[config.mk]
export PLATFORM = sky130hd
export DESIGN_NAME = taximeter_scan_flat
export DESIGN_NICKNAME = d
export VERILOG_FILES = /design/src/rtl/taximeter_scan_if.sv /design/src/rtl/taximeter_scan.sv /design/src/flat_wrapper.sv
export SDC_FILE = /design/constraint.sdc
export NUM_CORES = 1
export LEC_CHECK = 0
export CORE_AREA = 2 2 81 83
export CTS_CLUSTER_DIAMETER = 50
export DETAILED_ROUTE_END_ITERATION = 10
export DIE_AREA = 0 0 83 85
export PLACE_DENSITY = 0.69
export SLEW_MARGIN = 5
export SYNTH_ARGS = -nofsm -noshare
export SYNTH_HDL_FRONTEND = slang
export SYNTH_SLANG_ARGS = --single-unit
[constraint.sdc]
create_clock -name clk -period 4.7 [get_ports clk]
set_input_delay 0.94 -clock clk [delete_from_list [all_inputs] [get_ports clk]]
set_output_delay 0.94 -clock clk [all_outputs]
set_load 0.03 [all_outputs]
[src/rtl/taximeter_scan_if.sv]
// Display-scan bus: fare/distance BCD in, one multiplexed digit out.
interface taximeter_scan_if;
    logic        scan_en;
    logic [15:0] fare_bcd;
    logic [15:0] dist_bcd;
    logic [3:0]  digit_bcd;
    logic [7:0]  dig_sel;
    logic        dp;
    logic        blank;

    // Meter-side producer of the readings.
    modport master (
        output scan_en, fare_bcd, dist_bcd,
        input  digit_bcd, dig_sel, dp, blank
    );

    // Scanner consuming readings and driving the display.
    modport slave (
        input  scan_en, fare_bcd, dist_bcd,
        output digit_bcd, dig_sel, dp, blank
    );
endinterface

[src/rtl/taximeter_scan.sv]
// Eight-digit multiplexed display scanner for a taximeter.
// Positions 0..3 show the fare (ddd.d yuan), positions 4..7 the
// distance (ddd.d km). Inputs are latched once per frame, at the 7->0
// wrap, so a reading never tears within a frame. Outputs are a thin
// decode of registered state and are gated by scan_en, so pausing
// darkens the display in the same cycle and the digit interrupted by a
// pause keeps all of its remaining lit cycles on resume.
module taximeter_scan #(
    parameter int unsigned SCAN_DIV = 50000
) (
    input  logic          clk,
    input  logic          rst_n,
    taximeter_scan_if.slave bus
);
    localparam int unsigned PW = (SCAN_DIV > 1) ? $clog2(SCAN_DIV) : 1;
    localparam logic [PW-1:0] TC_VAL = PW'(SCAN_DIV - 1);

    logic [PW-1:0] r_presc;
    logic [2:0]    r_idx;
    logic [15:0]   r_fare_sh;
    logic [15:0]   r_dist_sh;

    logic          w_tc;
    logic          w_wrap;
    logic [15:0]   w_grp;
    logic [3:0]    w_raw;
    logic          w_zero_blank;
    logic [3:0]    w_digit;
    logic [7:0]    w_sel;
    logic          w_dp;
    logic          w_blank;

    assign w_tc   = bus.scan_en && (r_presc == TC_VAL);
    assign w_wrap = w_tc && (r_idx == 3'd7);

    // Prescaler: counts lit cycles of the current digit, frozen while paused.
    always_ff @(posedge clk or negedge rst_n) begin
        if (!rst_n) begin
            r_presc <= '0;
        end else if (w_tc) begin
            r_presc <= '0;
        end else if (bus.scan_en) begin
            r_presc <= r_presc + PW'(1);
        end
    end

    // Digit index: advances on terminal count, wraps 7->0 naturally.
    always_ff @(posedge clk or negedge rst_n) begin
        if (!rst_n) begin
            r_idx <= 3'd0;
        end else if (w_tc) begin
            r_idx <= r_idx + 3'd1;
        end
    end

    // Shadow readings: captured only at the frame wrap.
    always_ff @(posedge clk or negedge rst_n) begin
        if (!rst_n) begin
            r_fare_sh <= 16'h0000;
            r_dist_sh <= 16'h0000;
        end else if (w_wrap) begin
            r_fare_sh <= bus.fare_bcd;
            r_dist_sh <= bus.dist_bcd;
        end
    end

    // Select the active digit and decide leading-zero suppression.
    always_comb begin
        w_grp        = r_idx[2] ? r_dist_sh : r_fare_sh;
        w_raw        = 4'd0;
        w_zero_blank = 1'b0;
        case (r_idx[1:0])
            2'd0: w_raw = w_grp[3:0];
            2'd1: w_raw = w_grp[7:4];
            2'd2: begin
                w_raw        = w_grp[11:8];
                w_zero_blank = (w_grp[15:12] == 4'd0) && (w_grp[11:8] == 4'd0);
            end
            default: begin
                w_raw        = w_grp[15:12];
                w_zero_blank = (w_grp[15:12] == 4'd0);
            end
        endcase
    end

    // Drive the display: reset look, dark while paused, else the active digit.
    always_comb begin
        w_digit = 4'd0;
        w_sel   = 8'hFF;
        w_dp    = 1'b0;
        w_blank = 1'b1;
        if (!rst_n) begin
            w_sel   = 8'hFE;
            w_blank = 1'b0;
        end else if (bus.scan_en) begin
            w_sel   = ~(8'd1 << r_idx);
            w_dp    = (r_idx[1:0] == 2'd1);
            w_blank = w_zero_blank;
            w_digit = w_zero_blank ? 4'd0 : w_raw;
        end
    end

    assign bus.digit_bcd = w_digit;
    assign bus.dig_sel   = w_sel;
    assign bus.dp        = w_dp;
    assign bus.blank     = w_blank;

endmodule

[src/flat_wrapper.sv]
// flat-port wrapper written by rule: the top's interface ports become plain ports
module taximeter_scan_flat 
#(
    parameter int unsigned SCAN_DIV = 50000
)
  (clk, rst_n, bus_scan_en, bus_fare_bcd, bus_dist_bcd, bus_digit_bcd, bus_dig_sel, bus_dp, bus_blank);
  taximeter_scan_if bus_i ();
  input  logic clk;
  input  logic rst_n;
  input wire logic [$bits(bus_i.scan_en)-1:0] bus_scan_en;
  input wire logic [$bits(bus_i.fare_bcd)-1:0] bus_fare_bcd;
  input wire logic [$bits(bus_i.dist_bcd)-1:0] bus_dist_bcd;
  output wire logic [$bits(bus_i.digit_bcd)-1:0] bus_digit_bcd;
  output wire logic [$bits(bus_i.dig_sel)-1:0] bus_dig_sel;
  output wire logic [$bits(bus_i.dp)-1:0] bus_dp;
  output wire logic [$bits(bus_i.blank)-1:0] bus_blank;
  assign bus_i.scan_en = bus_scan_en;
  assign bus_i.fare_bcd = bus_fare_bcd;
  assign bus_i.dist_bcd = bus_dist_bcd;
  assign bus_digit_bcd = bus_i.digit_bcd;
  assign bus_dig_sel = bus_i.dig_sel;
  assign bus_dp = bus_i.dp;
  assign bus_blank = bus_i.blank;
  taximeter_scan #(.SCAN_DIV(SCAN_DIV)) u_core (.clk(clk), .rst_n(rst_n), .bus(bus_i));
endmodule
# After elaboration in Yosys (flattened, before gate mapping)

Cells that the tools add are included.

Memories: 0
Bits in latches: 0
Logic and storage cells: 34
Bits in writable memories: 0
Bits in read-only memories: 0
Register bits after elaboration: 51
Output and inout bits: 14
Bits of input ports: 35

Divide/modulo/power cells: 0
Bitwise operators: 1
Magnitude comparators: 0
Multiplexer cells: 14
Reductions and logical operators: 8
Equal/unequal tests: 4
Multipliers: 0
$add $sub $neg: 2
Shift-type cells: 1

Operators by type and width:

| kind                    | number |
|---|---|
| $mux W16                | 3 |
| $add A16 B1 Y16 const B | 1 |
| $eq A16 B16 Y1 const B  | 1 |
| $mux W8                 | 2 |
| $mux W4                 | 3 |
| $pmux W4 S3             | 1 |
| $logic_not A4 Y1        | 2 |
| $not A8 Y8              | 1 |
| $shl A1 B3 Y8 const A   | 1 |
| $mux W1                 | 4 |
| $add A3 B1 Y3 const B   | 1 |
| $eq A3 B3 Y1 const B    | 1 |
| $logic_and A1 B1 Y1     | 3 |
| $eq A2 B1 Y1 const B    | 1 |
| $eq A2 B2 Y1 const B    | 1 |
| $logic_not A2 Y1        | 1 |
| $pmux W1 S2             | 1 |
| $reduce_bool A2 Y1      | 1 |
| $reduce_or A2 Y1        | 1 |

# Longest topological paths before layout

Gate-level depths: netlist of the first run.

Word-level depth: 7
Gate-level depth with buffers: 7
Gate-level depth less buffers: 6

# Worst setup path after synthesis of the first run

OpenSTA, ideal clock, no wires.

Path type: input -> output
Start point: in bus_scan_en
End point: out bus_digit_bcd[0]
Path buffers: 1
Required time: 3760 ps
Stages: 5
Path slack: 1261 ps
Arrival: 2499 ps
Cell sequence: clkbuf_1 -> inv_1 -> nor2_1 -> a22oi_1 -> a221oi_1

Word-level cells in the longest chain between the ends: 2

RTL lines:

| element     | RTL line             | text |
|---|---|---|
| from (decl) | flat_wrapper.sv:10   | `input wire logic [$bits(bus_i.scan_en)-1:0] bus_scan_en;` |
| $mux W4     | taximeter_scan.sv:95 | `end else if (bus.scan_en) begin` |
| $mux W4     | taximeter_scan.sv:92 | `if (!rst_n) begin` |
| to (decl)   | flat_wrapper.sv:13   | `output wire logic [$bits(bus_i.digit_bcd)-1:0] bus_digit_bcd;` |

Every way passes these cells.

# Worst setup path after layout of the first run

Start point: in bus_scan_en
End point: out bus_digit_bcd[1]

Same word-level chain as after synthesis.

==> flow_summary.yaml, run 1 <==
run_status:
  status: "finished clean"
worst_setup_path:
  path_cells: "clkdlybuf4s50_1 > inv_1 > a311oi_1 > a22oi_1 > a221oi_1 > clkdlybuf4s50_1"
  path_common_cell: "clkdlybuf4s50_1"
  timing.rr.end: "u_core.r_fare_sh[13]"
  slowest_stage: "clkdlybuf4s50_1"
  end_kind: "output pin"
  cp_data_arrival_time_ps: 2910
  max_stage_delay_ps: 720
  cp-start-kind: "input pin"
  crit_type: "in -> out"
  r2r-start: "u_core.r_presc[4]"
  reg2regPathDepth: 5
  path_max_fanout: 4
  rrSetupSlack_ps: 2120
  required_ps: 3760
floorplan:
  die_height_um: 85
  initial_core_util: 0.434
  rows: 29
  io_pins: 49
  die_area_um2: 7060
  dieWidth_um: 83
  coreArea_um2: 6200
grt:
  grt_overflow: 0
  grt_use_total: 0.165
  grt_pass1_vias: 1796
  grt_max_degree: 53
  grt_pass1_wl_um: 9280
  antenna_found_initial: 0
cells_and_area:
  layout_common_cells: "dfrtp_1, clkdlybuf4s50_1, mux2_4"
  final_common_cell: "dfrtp_1"
  final_cells: 345
  nFillCells: 531
  synthToLayoutAreaGrowth_pct: 25.0
  finalInstanceArea_um2: 3370
  num_antenna_cells: 0
  final_util: 0.543
  layout-drive-gt1-share: 0.224
  nets: 309
placed_design:
  dp.cells: 337
  io_buffer_count: 48
  place_area_um2: 3250
  dp_hpwl_um: 3920
  gp_congestion: 0.795
  place_ws_ps: 856
yosys:
  ys_warn_count: 0
  avgSynthCellArea_um2: 12.5
  synth_edf_count: 0
  synthFlopType: "dfrtp_1"
  async_flop_share: 1.00
  synth_cell_type_count: 36
  synth_area_um2: 2700
  synth_top_area_share: 0.474
  synth.largest_area_cell: "dfrtp_1"
  yosys-top-cells-area: "dfrtp_1, mux2_4, mux2_2, ha_1, mux2i_1"
  synth-seq-area-share: 0.474
  ys_seq_elements: 51
  synthesis.nets: 258
  syn_inst: 216
min_path:
  whs_path_depth: 1
  hp-start: "u_core.r_presc[15]"
  hold_path_class: "reg -> reg"
  hold-path-endpoint: "u_core.r_presc[15]"
power:
  power_frac_seq: 0.539
  vdd_drop_max_mv: 0.170
  p_leak_nw: 1.65
  power_mw: 0.908
  intPower_mw: 0.686
  p_clk_frac: 0.350
  combPwrFrac: 0.111
  sw_frac_of_total: 0.244
  powerDensity_nw_per_um2: 269
  p_switching_mw: 0.221
clock_network:
  htreeDepth: 2
  insertion_delay_ps: 300
  cts_tree: "yes"
  clk_pin_slew_ps: 80
  cts.sinks: 51
  cts_resized: 0
  cts_setup_buffers: 0
  numCtsBuffers: 5
  clk_path_buf_depth: 2
  cts-root-buf: "clkbuf_8"
  cts.hold.buffers_added: 0
sta:
  finalSetupViolCount: 0
  fin_crit_ps: 3850
  timing.fmax_mhz: 260
  rsz0062_at_grt: "false"
  slew_violations: 0
  skew_ps: 8.84
  hold_violations: 0
  fin_ws_ps: 851
  setup_tns_ps: 0
  hold_ws_ps: 495
  timing.final.crit_share: 0.819
  tightest_slew_ps: 685
  timing.slew.headroom: 0.539
drt:
  drc_errors: 0
  viasPerCell: 5.26
  routedWlPerCell_um: 16.2
  dr.first_iter.drc_count: 95
  routed_wl_um: 5610
  vias: 1813
  firstDrtPassIters: 4
  ant_nets: 0
run:
  drv_cap: 0
==> sequential cells by signal, indices dropped and copies added (netlist names) <==
| register | count |
|---|---|
| u_core.r_presc | 16 |
| u_core.r_fare_sh | 16 |
| u_core.r_dist_sh | 16 |
| u_core.r_idx | 3 |
==> logic make-up (layout without fill, tap and decap cells) <==
family                     after synthesis  after routing  share of synthesized area
DFF                                     51             51                      0.474
and+or+nand+nor                         52             52                      0.107
muxes                                   51             51                      0.252
AOI/OAI and AO/OA                       25             25                     0.0617
adders and majority gates                7              7                     0.0325
buffers and inverters                   18             70                     0.0339
xor gates and xnor gates                12             12                     0.0390
==> worst max-delay path, delay by kind of cell <==
kind / cells / cell delay, ps
buf+inv: 3 / 1270
compound gates: 3 / 690
==> Yosys cell counts (all sizes together) (4+ instances only) <==
cell type / instances
nor4: 8
buf: 6
dfrtp: 51
nand3: 7
xor2: 6
nand2: 13
mux2i: 6
nand4: 5
nor2: 6
a22oi: 6
a221oi: 5
mux2: 45
ha: 7
xnor2: 6
inv: 8
a21oi: 7
clkbuf: 4
==> worst max path at each step <==
stage,from,end,slack (ps),depth (start not counted)
6_report,bus_scan_en,bus_digit_bcd[1],850,6
5_1_grt,bus_scan_en,bus_digit_bcd[0],730,6
4_1_cts,bus_scan_en,bus_digit_bcd[3],830,6
3_5_place_dp,bus_scan_en,bus_digit_bcd[3],860,6
3_3_place_gp,bus_scan_en,bus_digit_bcd[2],930,6
2_1_floorplan,bus_scan_en,bus_digit_bcd[0],1260,5
==> cell type report <==
class	count	area [um2]	share of cell area
Tap cell	77	96.3	0.0286
Clock inverter	2	35.0	0.0104
Sequential cell	51	1280	0.379
Multi-Input combinational cell	147	1330	0.394
Inverter	8	30.0	0.00892
Timing Repair Buffer	54	520	0.155
Clock buffer	6	82.6	0.0245
==> routing by layer <==
layer	share of wire	wire, um	global-route usage	vias up
met5	0	0	0	-
met4	0.013	75	0.0537	0
met3	0.041	228	0.0360	7
met2	0.45	2520	0.246	41
met1	0.50	2780	0.240	880
li1	-	-	-	885
==> power groups by stage <==
stage	registers, mW	clock network [mW]	logic, mW
5_1_grt	0.493	0.343	0.113
2_1_floorplan	0.491	0	0.0504
3_3_place_gp	0.496	0	0.0997
4_1_cts	0.488	0.325	0.103
6_report	0.489	0.318	0.101
3_5_place_dp	0.497	0	0.102
Note: power is estimated with default switching activity, not from simulation.
==> inputs of run 2 (changes only) <==
==> constraint.sdc (replaced) <==
create_clock -name clk -period 3.85 [get_ports clk]
set_input_delay 0.77 -clock clk [delete_from_list [all_inputs] [get_ports clk]]
set_output_delay 0.77 -clock clk [all_outputs]
set_load 0.03 [all_outputs]
==> run 2 against run 1 <==
- worst setup slack worse by 340 ps
- cell count up 0.29%
- flip-flop and latch count unchanged
- sequential share of layout area up 0.36 points
- design area down 0.93%
- utilization down 0.50 points
- highest routed layer unchanged
- die area unchanged
- wire length down 0.34%
- clock skew up 0.62 ps
- total power up 13%
- largest cell class unchanged
- via count up 0.39%
- hold slack worse by 130 ps
==> flow_summary.yaml, run 2 (same netlist as run 1, synthesis figures left out) <==
grt:
  grt_use_total: 0.168
  grt_overflow: 0
  met1_usage: 0.241
  grt_pass1_vias: 1847
  grt_pass1_wl_um: 9380
  grt_max_degree: 33
  antenna_found_initial: 0
  busiest_layer: "met2"
  grt_use_met3: 0.0350
  grtUsageMet2: 0.252
worst_setup_path:
  max_stage_delay_ps: 740
  path_cells: "inv_1 > ha_1 > nor2b_1 > a21oi_1 > a221oi_1 > clkdlybuf4s50_1"
  path_depth: 6
  cp_data_arrival_time_ps: 2570
  cp-endpoint: "bus_blank"
  r2r-start: "u_core.r_presc[4]"
  slowest_stage: "clkdlybuf4s50_1"
  crit_type: "reg -> out"
  reg2regPathDepth: 5
  required_ps: 3080
  critPathBufInv: 2
  timing.rr.end: "u_core.r_fare_sh[4]"
  rrSetupSlack_ps: 1600
  crit_path_start: "u_core.r_idx[0]"
  critPathTopFamily: "buffers and inverters"
  end_kind: "output pin"
  cp-start-kind: "register"
  path_max_fanout: 8
floorplan:
  die_height_um: 85
  initial_core_util: 0.434
  dieWidth_um: 83
  coreArea_um2: 6200
  rows: 29
  die_area_um2: 7060
  io_pins: 49
run_status:
  status: "finished clean"
clock_network:
  htreeDepth: 2
  clk_pin_slew_ps: 90
  cts.sinks: 51
  numCtsBuffers: 5
  cts_setup_buffers: 0
  cts_resized: 0
  insertion_delay_ps: 310
  cts-root-buf: "clkbuf_8"
  cts_tree: "yes"
  clk_path_buf_depth: 2
  cts.hold.buffers_added: 0
placed_design:
  io_buffer_count: 48
  dp_hpwl_um: 4040
  gp_congestion: 0.712
  dp.cells: 338
sta:
  tightest_slew_ps: 642
  hold_violations: 0
  fin_crit_ps: 3340
  timing.final.crit_share: 0.866
  finalSetupViolCount: 0
  skew_ps: 9.46
  setup_tns_ps: 0
  timing.slew.headroom: 0.568
  timing.fmax_mhz: 300
  slew_violations: 0
  rsz0062_at_grt: "false"
power:
  intPower_mw: 0.755
  sw_frac_of_total: 0.264
  p_leak_nw: 1.64
  p_switching_mw: 0.271
  powerDensity_nw_per_um2: 307
  p_clk_frac: 0.295
  power_frac_seq: 0.582
  vdd_drop_max_mv: 0.187
  combPwrFrac: 0.123
drt:
  ant_nets: 0
  routed_wl_um: 5590
  dr.first_iter.drc_count: 120
  vias: 1820
  drc_errors: 0
  routedWlPerCell_um: 16.1
  firstDrtPassIters: 4
  viasPerCell: 5.26
run:
  drv_cap: 0
min_path:
  hold_path_class: "in -> async"
cells_and_area:
  num_antenna_cells: 0
  nets: 310
  layout-drive-gt1-share: 0.242
  final_common_cell: "dfrtp_1"
  synthToLayoutAreaGrowth_pct: 23.8
  final_cells: 346
  reg_top3: "u_core.r_dist_sh: 16 flops, u_core.r_fare_sh: 16 flops, u_core.r_presc: 16 flops"
  layout_common_cells: "dfrtp_1, clkdlybuf4s50_1, mux2_4"
run 2: worst min path at each step:
| stage | startpoint | to | slack (ps) |
|---|---|---|---|
| floorplan | u_core.r_presc[15] | u_core.r_presc[15] | 450 |
| global placement | u_core.r_fare_sh[4] | u_core.r_fare_sh[4] | 470 |
| detailed placement | u_core.r_presc[15] | u_core.r_presc[15] | 470 |
| CTS | rst_n | u_core.r_presc[1] | 360 |
| global route | rst_n | u_core.r_fare_sh[13] | 370 |
| finish | rst_n | u_core.r_dist_sh[15] | 360 |
run 2: worst reg2reg max path: cells and delay by family, from the launching register on:
kind | cells | cell delay, ps
and+or+nand+nor | 3 | 980
DFF | 1 | 460
muxes | 1 | 390
buffers and inverters | 1 | 300
run 2: layout make-up:
cell class	count	area, um2
clock buffers	5	68.8
repair buffers	55	518
inverters	8	30.0
well taps	77	96.3
multi-input cells	147	1330
flip-flops and latches	51	1280
clock inverters	3	20.0
fillers	539	2870
run 2: metal layers:
metal  wire length [um]  up-vias
met2               2530       43
met4                 87        0
met5                  0        -
met3                197        6
met1               2770      885
li1                   -      886
run 2: metrics by stage:
step	instance area, um2	worst slack (ps)	hold WS [ps]	power (mW)	utilization
floorplan	2700	751	446	0.660	-
global placement	3250	534	472	0.730	0.523
detailed placement	3250	510	474	0.735	0.523
CTS	3340	450	355	1.04	0.538
global route	3340	287	366	1.08	0.538
finish	3340	514	361	1.03	0.538
run 2: power by group through the flow:
stage | Combinational (mW) | Sequential, mW | Clock (mW)
floorplan | 0.0615 | 0.599 | 0
detailed placement | 0.128 | 0.607 | 0
global placement | 0.124 | 0.606 | 0
CTS | 0.129 | 0.597 | 0.318
finish | 0.126 | 0.597 | 0.303
global route | 0.140 | 0.602 | 0.340
==> inputs of run 3 (changes only) <==
--- a/config.mk
+++ b/config.mk
@@ -5,12 +5,11 @@
 export SDC_FILE = /design/constraint.sdc
 export NUM_CORES = 1
 export LEC_CHECK = 0
-export CORE_AREA = 2 2 81 83
+export CORE_AREA = 2 2 98 100
 export CTS_CLUSTER_DIAMETER = 50
 export DETAILED_ROUTE_END_ITERATION = 10
-export DIE_AREA = 0 0 83 85
-export PLACE_DENSITY = 0.69
-export SLEW_MARGIN = 5
+export DIE_AREA = 0 0 100 102
+export SKIP_CTS_REPAIR_TIMING = 1
 export SYNTH_ARGS = -nofsm -noshare
 export SYNTH_HDL_FRONTEND = slang
 export SYNTH_SLANG_ARGS = --single-unit
==> run 3 against run 2 <==
- flip-flop and latch count unchanged
- global-route usage decreased by 4.4 points
- via count increased by 1.2%
- clock-buffer cell count unchanged
- critical path type is now in -> out
==> flow_summary.yaml, run 3 (same netlist as run 1, synthesis figures left out) <==
run_status:
  status: "finished clean"
cells_and_area:
  nets: 310
  layout-drive-gt1-share: 0.239
  layout_common_cells: "dfrtp_1, clkdlybuf4s50_1, mux2_4"
  nFillCells: 893
  multi_input_area_um2: 1330
  final_util: 0.374
  reg_top3: "u_core.r_dist_sh: 16 flops, u_core.r_fare_sh: 16 flops, u_core.r_presc: 16 flops"
  final_common_cell: "dfrtp_1"
  synthToLayoutAreaGrowth_pct: 26.5
  num_antenna_cells: 0
  seqCellArea_um2: 1280
worst_setup_path:
  crit_path_start: "bus_scan_en"
  crit_type: "in -> out"
  path_max_fanout: 6
  critPathTopFamily: "buffers and inverters"
  slowest_stage: "clkdlybuf4s50_1"
  r2r-start: "u_core.r_presc[4]"
  path_depth: 6
  rrSetupSlack_ps: 1490
  reg2regPathDepth: 5
  cp_data_arrival_time_ps: 2580
  critPathBufInv: 3
  max_stage_delay_ps: 500
  end_kind: "output pin"
  cp-endpoint: "bus_digit_bcd[0]"
  timing.rr.end: "u_core.r_fare_sh[5]"
  cp-start-kind: "input pin"
  required_ps: 3080
  path_cells: "clkdlybuf4s50_1 > inv_1 > nor2_1 > a22oi_1 > a221oi_1 > buf_4"
grt:
  grt_pass1_vias: 1885
  grt_overflow: 0
  grt_max_degree: 52
  grt_pass1_wl_um: 9800
  antenna_found_initial: 0
  grt_use_total: 0.124
sta:
  fin_crit_ps: 3350
  setup_tns_ps: 0
  timing.fmax_mhz: 299
  fin_ws_ps: 502
  timing.final.crit_share: 0.870
  finalSetupViolCount: 0
  timing.slew.headroom: 0.575
  slew_violations: 0
  skew_ps: 13.4
  hold_violations: 0
  tightest_slew_ps: 638
  rsz0062_at_grt: "false"
clock_network:
  cts_tree: "yes"
  htreeDepth: 2
  insertion_delay_ps: 300
  clk_path_buf_depth: 2
  cts.sinks: 51
  numCtsBuffers: 5
  cts-root-buf: "clkbuf_8"
  clk_pin_slew_ps: 100
power:
  powerDensity_nw_per_um2: 320
  vdd_drop_max_mv: 0.160
  p_leak_nw: 1.66
drt:
  viasPerCell: 4.86
  firstDrtPassIters: 4
  ant_nets: 0
  routedWlPerCell_um: 15.5
  drc_errors: 0
  dr.first_iter.drc_count: 96
  routed_wl_um: 5880
  vias: 1841
run:
  drv_cap: 0
min_path:
  hold_path_class: "reg -> reg"
placed_design:
  gp_congestion: 0.825
  place_ws_ps: 521
  io_buffer_count: 48
  dp_hpwl_um: 4410
floorplan:
  io_pins: 49
  die_height_um: 102
  die_area_um2: 10200
  rows: 35
  coreArea_um2: 9110
  dieWidth_um: 100
  initial_core_util: 0.296
run 3: worst reg2reg max path, delay by kind of cell (launching register included):
| kind | cells | cell delay [ps] |
|---|---|---|
| and+or+nand+nor | 3 | 1160 |
| DFF | 1 | 470 |
| muxes | 1 | 340 |
| buffers and inverters | 1 | 260 |
run 3: area by class of cell:
class,instances,share of cell area
Multi-Input combinational cell,147,0.389
Tap cell,111,0.0407
Sequential cell,51,0.374
Timing Repair Buffer,55,0.156
Inverter,8,0.00881
Clock inverter,2,0.0110
Clock buffer,5,0.0202
run 3: routing by layer:
layer,wire length (um),GRT usage,up-vias
met5,0,0,-
met4,47,0.0348,0
met3,249,0.0315,2
met2,2760,0.193,32
met1,2820,0.172,924
li1,-,-,883
run 3: worst min path at each step:
stage	start	cells after the start	end
floorplan	u_core.r_presc[15]	1	u_core.r_presc[15]
global placement	u_core.r_fare_sh[4]	1	u_core.r_fare_sh[4]
detailed placement	u_core.r_presc[15]	1	u_core.r_presc[15]
CTS	u_core.r_presc[15]	1	u_core.r_presc[15]
global route	u_core.r_presc[15]	1	u_core.r_presc[15]
finish	u_core.r_presc[15]	1	u_core.r_presc[15]
run 3: report_power, final:
part	internal [mW]	switching, mW
registers	0.562	0.0361
logic	0.0663	0.0593
clock network	0.190	0.176
run 3: stage by stage:
| step | cell area, um2 | std cells | hold slack, ps | power, mW |
|---|---|---|---|---|
| 6_report | 3410 | 379 | 484 | 1.09 |
| 5_1_grt | 3410 | 379 | 505 | 1.14 |
| 4_1_cts | 3410 | 379 | 487 | 1.10 |
| 3_5_place_dp | 3300 | 372 | 474 | 0.735 |
| 3_3_place_gp | 3300 | 372 | 472 | 0.731 |
| 2_1_floorplan | 2700 | 216 | 446 | 0.660 |
